<file path="src/rtl/aha_clk_switch_pkg.sv">
// Shared types and helpers for the clock-source switch sequencer.
package aha_clk_switch_pkg;

  typedef enum logic [1:0] {
    StIdle    = 2'd0,
    StDesel   = 2'd1,
    StSel     = 2'd2,
    StRestore = 2'd3
  } state_e;

  localparam int unsigned MaxClks        = 16;
  localparam int unsigned DefaultTimeout = 1023;

  function automatic logic [MaxClks-1:0] onehot(input logic [3:0] idx);
    onehot = MaxClks'(1) << idx;
  endfunction

endpackage

</file>
<file path="src/rtl/aha_sync_2ff.sv">
// Two-flop synchronizer, one chain per bit, asynchronously reset to zero.
module aha_sync_2ff #(
  parameter int unsigned Width = 1
) (
  input  logic             clk_i,
  input  logic             rst_ni,
  input  logic [Width-1:0] d_i,
  output logic [Width-1:0] q_o
);

  logic [Width-1:0] meta_q, sync_q;

  always_ff @(posedge clk_i or negedge rst_ni) begin
    if (!rst_ni) begin
      meta_q <= '0;
      sync_q <= '0;
    end else begin
      meta_q <= d_i;
      sync_q <= meta_q;
    end
  end

  assign q_o = sync_q;

endmodule

</file>
<file path="src/rtl/aha_clock_switch_ctrl.sv">
// Break-before-make sequencer driving a bank of glitch-free clock switch slices,
// with per-phase timeout and fallback to the previously committed source.
module aha_clock_switch_ctrl
  import aha_clk_switch_pkg::*;
#(
  parameter int unsigned NUM_CLKS       = 4,
  parameter int unsigned SEL_W          = 2,
  parameter int unsigned DEFAULT_SEL    = 0,
  parameter int unsigned TIMEOUT_CYCLES = DefaultTimeout
) (
  input  logic                CLK,
  input  logic                RESETn,
  input  logic                REQ_VALID,
  input  logic [SEL_W-1:0]    REQ_IDX,
  output logic                REQ_READY,
  output logic [NUM_CLKS-1:0] SELECT_REQ,
  input  logic [NUM_CLKS-1:0] SELECT_ACK,
  output logic [SEL_W-1:0]    CUR_SEL,
  output logic                BUSY,
  output logic                DONE,
  output logic                REJECT,
  output logic                TIMEOUT_ERR,
  input  logic                ERR_CLR
);

  localparam int unsigned TimerW = $clog2(TIMEOUT_CYCLES + 1);
  localparam logic [NUM_CLKS-1:0] DefaultOh  = NUM_CLKS'(onehot(4'(DEFAULT_SEL)));
  localparam logic [SEL_W-1:0]    DefaultSel = SEL_W'(DEFAULT_SEL);

  state_e              state_q;
  logic [NUM_CLKS-1:0] select_req_q;
  logic [SEL_W-1:0]    cur_sel_q, target_q, prev_q;
  logic [TimerW-1:0]   timer_q;
  logic                done_q, reject_q, err_q;

  logic [NUM_CLKS-1:0] ack_s;
  logic [NUM_CLKS-1:0] oh_target, oh_prev;
  logic                idx_oob, ack_target, ack_prev, acks_low, tmo;

  aha_sync_2ff #(
    .Width (NUM_CLKS)
  ) u_ack_sync (
    .clk_i  (CLK),
    .rst_ni (RESETn),
    .d_i    (SELECT_ACK),
    .q_o    (ack_s)
  );

  assign oh_target  = NUM_CLKS'(onehot(4'(target_q)));
  assign oh_prev    = NUM_CLKS'(onehot(4'(prev_q)));
  assign idx_oob    = {1'b0, REQ_IDX} >= (SEL_W + 1)'(NUM_CLKS);
  assign ack_target = |(ack_s & oh_target);
  assign ack_prev   = |(ack_s & oh_prev);
  assign acks_low   = ~|ack_s;
  // Exit conditions are tested before tmo, so a late ack still wins.
  assign tmo        = (timer_q == TimerW'(TIMEOUT_CYCLES - 1));

  always_ff @(posedge CLK or negedge RESETn) begin
    if (!RESETn) begin
      state_q      <= StIdle;
      select_req_q <= DefaultOh;
      cur_sel_q    <= DefaultSel;
      target_q     <= DefaultSel;
      prev_q       <= DefaultSel;
      timer_q      <= '0;
      done_q       <= 1'b0;
      reject_q     <= 1'b0;
      err_q        <= 1'b0;
    end else begin
      done_q   <= 1'b0;
      reject_q <= 1'b0;
      if (ERR_CLR) err_q <= 1'b0;
      unique case (state_q)
        StIdle: begin
          timer_q <= '0;
          if (REQ_VALID) begin
            if (idx_oob) begin
              reject_q <= 1'b1;
            end else if (REQ_IDX == cur_sel_q) begin
              done_q <= 1'b1;
            end else begin
              target_q     <= REQ_IDX;
              prev_q       <= cur_sel_q;
              select_req_q <= '0;
              state_q      <= StDesel;
            end
          end
        end
        StDesel: begin
          if (acks_low || tmo) begin
            if (!acks_low) err_q <= 1'b1;
            select_req_q <= oh_target;
            timer_q      <= '0;
            state_q      <= StSel;
          end else begin
            timer_q <= timer_q + 1'b1;
          end
        end
        StSel: begin
          if (ack_target) begin
            cur_sel_q <= target_q;
            done_q    <= 1'b1;
            timer_q   <= '0;
            state_q   <= StIdle;
          end else if (tmo) begin
            err_q        <= 1'b1;
            select_req_q <= oh_prev;
            timer_q      <= '0;
            state_q      <= StRestore;
          end else begin
            timer_q <= timer_q + 1'b1;
          end
        end
        StRestore: begin
          if (ack_prev || tmo) begin
            if (!ack_prev) err_q <= 1'b1;
            done_q  <= 1'b1;
            timer_q <= '0;
            state_q <= StIdle;
          end else begin
            timer_q <= timer_q + 1'b1;
          end
        end
        default: state_q <= StIdle;
      endcase
    end
  end

  assign REQ_READY   = (state_q == StIdle);
  assign BUSY        = (state_q != StIdle);
  assign SELECT_REQ  = select_req_q;
  assign CUR_SEL     = cur_sel_q;
  assign DONE        = done_q;
  assign REJECT      = reject_q;
  assign TIMEOUT_ERR = err_q;

endmodule

</file>
<file path="config.mk">
export PLATFORM = sky130hd
export DESIGN_NAME = aha_clock_switch_ctrl
export DESIGN_NICKNAME = d
export VERILOG_FILES = /design/src/rtl/aha_clk_switch_pkg.sv /design/src/rtl/aha_sync_2ff.sv /design/src/rtl/aha_clock_switch_ctrl.sv
export SDC_FILE = /design/constraint.sdc
export NUM_CORES = 1
export LEC_CHECK = 0
export BUFFER_PORTS_ARGS = -buffer_cell sky130_fd_sc_hd__buf_4
export CAP_MARGIN = 25
export CORE_MARGIN = 8
export CORE_UTILIZATION = 49
export CTS_CLUSTER_DIAMETER = 80
export DETAILED_ROUTE_END_ITERATION = 16
export PLACE_DENSITY = 0.72
export SKIP_CTS_REPAIR_TIMING = 1
export SLEW_MARGIN = 20
export SYNTH_ARGS = -nofsm -noshare
export SYNTH_HDL_FRONTEND = slang
export SYNTH_SLANG_ARGS = --single-unit
</file>
<file path="constraint.sdc">
create_clock -name CLK -period 1.85 [get_ports CLK]
set_input_delay 0.37 -clock CLK [delete_from_list [all_inputs] [get_ports CLK]]
set_output_delay 0.37 -clock CLK [all_outputs]
set_load 0.01 [all_outputs]
</file>
==> reports/results.tsv <==
metric	value	unit
status	completed	
die area	0.00537	mm^2
total power	2830	uW
syn_nets	165	
commonest non-fill, non-tap cells in the layout	buf_4 (32), dfrtp_1 (31), nor2_1 (17), nand2_1 (10)	
mapped cell area	0.00161	mm^2
clock latency on the worst-skew pair	330	ps
initial drt markers	47	
Worst R2R Setup Slack	40	ps
Post-synth top flop	dfrtp_1	
CP endpoint kind	flip-flop	
clk slew on worst S/H paths	90	ps
DP HPWL	2.34	mm
Critical Path, Cell by Cell	o41ai_2, o221ai_2, a221o_1, o21ai_1, o31ai_1	
area share of the largest cell type after synthesis	0.482	
CP Max Fanout	4	
Root Driver	clkbuf_4	
initial antenna violation count	0	
cts bufs inserted	5	
Setup violations, final	0	
most common cell after layout, fill and taps aside	buf_4	
first-pass GRT wire length	5.39	mm
Total Routing Usage GR	0.130	
worst endpoint required time	2060	ps
vias post-DR	1172	
row count	21	
CTS tree	done	
TritonRoute pass-1 iters	4	
largest net degree at the start of global routing	33	
synth-to-layout area growth	21.7	%
Placer Congestion	0.871	
Final Util	0.606	
ratio of cells with drive above 1 in the final layout	0.330	
Synth Instances	148	
vias in the first global route	1235	
area leader, netlist	dfrtp_1	
hold_sp	SELECT_ACK[0]	
Crit Path Category	reg -> reg	
final worst path period need	1810	ps
clk buf depth	2	
H-tree lvl count	2	
wire length per cell	13.4	um
die width	73.3	um
clock sink count	32	
drt total wl	3.06	mm
final worst path period share	0.977	
Yosys cell types	37	
synthesized area per cell	10.9	um^2
fraction of registers with async set or reset after synthesis	1.00	
max_cap viols	0	
nets@finish	199	
Final Hold Fails	0	
antenna cells	0	
PwrDens	1440	mW/mm^2
DR vias/cell	5.14	
port bufs	19	
setup_tns	0	ps
IO Pins	21	
grt total ovfl	0	
Antenna Violating Nets Remaining	0	
slowest cell delay on critical path	440	ps
number of synthesized flops with an enable pin	0	
largest cells by area after synthesis	dfrtp_1 (48%), mux2_2 (6.3%), ha_1 (5.4%), nor2_1 (4.2%), xnor2_1 (3.3%)	
#FFs+latches synth	32	
residual DRC count	0	
origin of the critical flop-to-flop path	u_ack_sync.q_o[0]	
Setup crit start	u_ack_sync.q_o[0]	
Setup crit start kind	flip-flop	
crit path DAT	2010	ps
CP max stage cell	o41ai_2	
Setup crit end	state_q[1]	
sequential fraction of the synthesis area	0.498	
Setup Skew	8.94	ps
Hold Crit Class	in -> reg	
Pins Over Slew Limit	0	
reg2reg end	state_q[1]	
fmax	0.553	GHz
Die Y	73.3	um
RSZ-0062 raised after global routing	yes	
Leak	0.000864	uW
Initial Utilization	0.498	
YS warnings	0	
CORE AREA	0.00323	mm^2
VDD IR max	0.627	mV
worst r2r path cells	5	
-- how the worst min path moves through the flow --
stage / endpoint / cells after the start
CTS: DONE / 1
finish: u_ack_sync.meta_q[0] / 1
detailed placement: DONE / 1
global placement: SELECT_REQ[2] / 1
global route: u_ack_sync.meta_q[3] / 1
floorplan: CUR_SEL[0] / 0
-- synth_stat cells, types with 3 or more instances --
| library cell | count |
|---|---|
| clkbuf_1 | 3 |
| dfrtp_1 | 31 |
| ha_1 | 7 |
| inv_1 | 9 |
| mux2_2 | 9 |
| mux2i_1 | 3 |
| nand2_1 | 10 |
| nand3_1 | 7 |
| nor2_1 | 18 |
| o21ai_0 | 7 |
| o22ai_1 | 3 |
| xnor2_1 | 6 |
| xor2_1 | 4 |
-- power breakdown --
group,switching (uW),internal [uW]
Combinational,683,707
Sequential,139,868
Clock,216,215
Total,1040,1790
-- per-layer routing --
metal,vias to the layer above,share of wire,global-route usage
li1,581,-,-
met2,20,0.49,0.214
met1,566,0.45,0.151
met3,5,0.042,0.0355
met4,0,0.017,0.0665
met5,-,0,0
-- cells by family after synthesis --
family / share of synthesized area
flops: 0.498
simple gates: 0.142
compound gates: 0.0995
xor+xnor: 0.0544
buf+inv: 0.0467
fa+ha+maj: 0.0544
mux: 0.103
other cells: 0.00233
-- through the flow --
stage	hold slack (ps)	cell area (um^2)	std cells	worst slack, ps
floorplan	74.4	1610	148	1.32
global placement	321	1860	219	37.5
detailed placement	329	1860	219	-3.32
CTS	-35.2	1930	226	-22.6
global route	129	1960	228	-57.1
finish	147	1960	228	41.9
-- flip-flops by register name, indices dropped and copies added (netlist names), 2 cells and up --
| name | cells |
|---|---|
| timer_q | 10 |
| SELECT_REQ | 4 |
| u_ack_sync.meta_q | 4 |
| u_ack_sync.q_o | 4 |
| CUR_SEL | 2 |
| prev_q | 2 |
| state_q | 2 |
| target_q | 2 |
-- worst max-delay path, delay by kind of cell (launching register included) --
kind / cells / cell delay, ps
flip-flops: 1 / 400
AO/OA/AOI/OAI: 5 / 1290
-- final cells by class --
class                   instances  area [um^2]
well taps                      46         57.6
repair buffers                 33          250
clock buffers                   7         65.1
multi-input cells             101          749
fillers                       288         1270
flip-flops and latches         32          802
inverters                       9         33.8
Note: power is estimated with default switching activity, not from simulation.
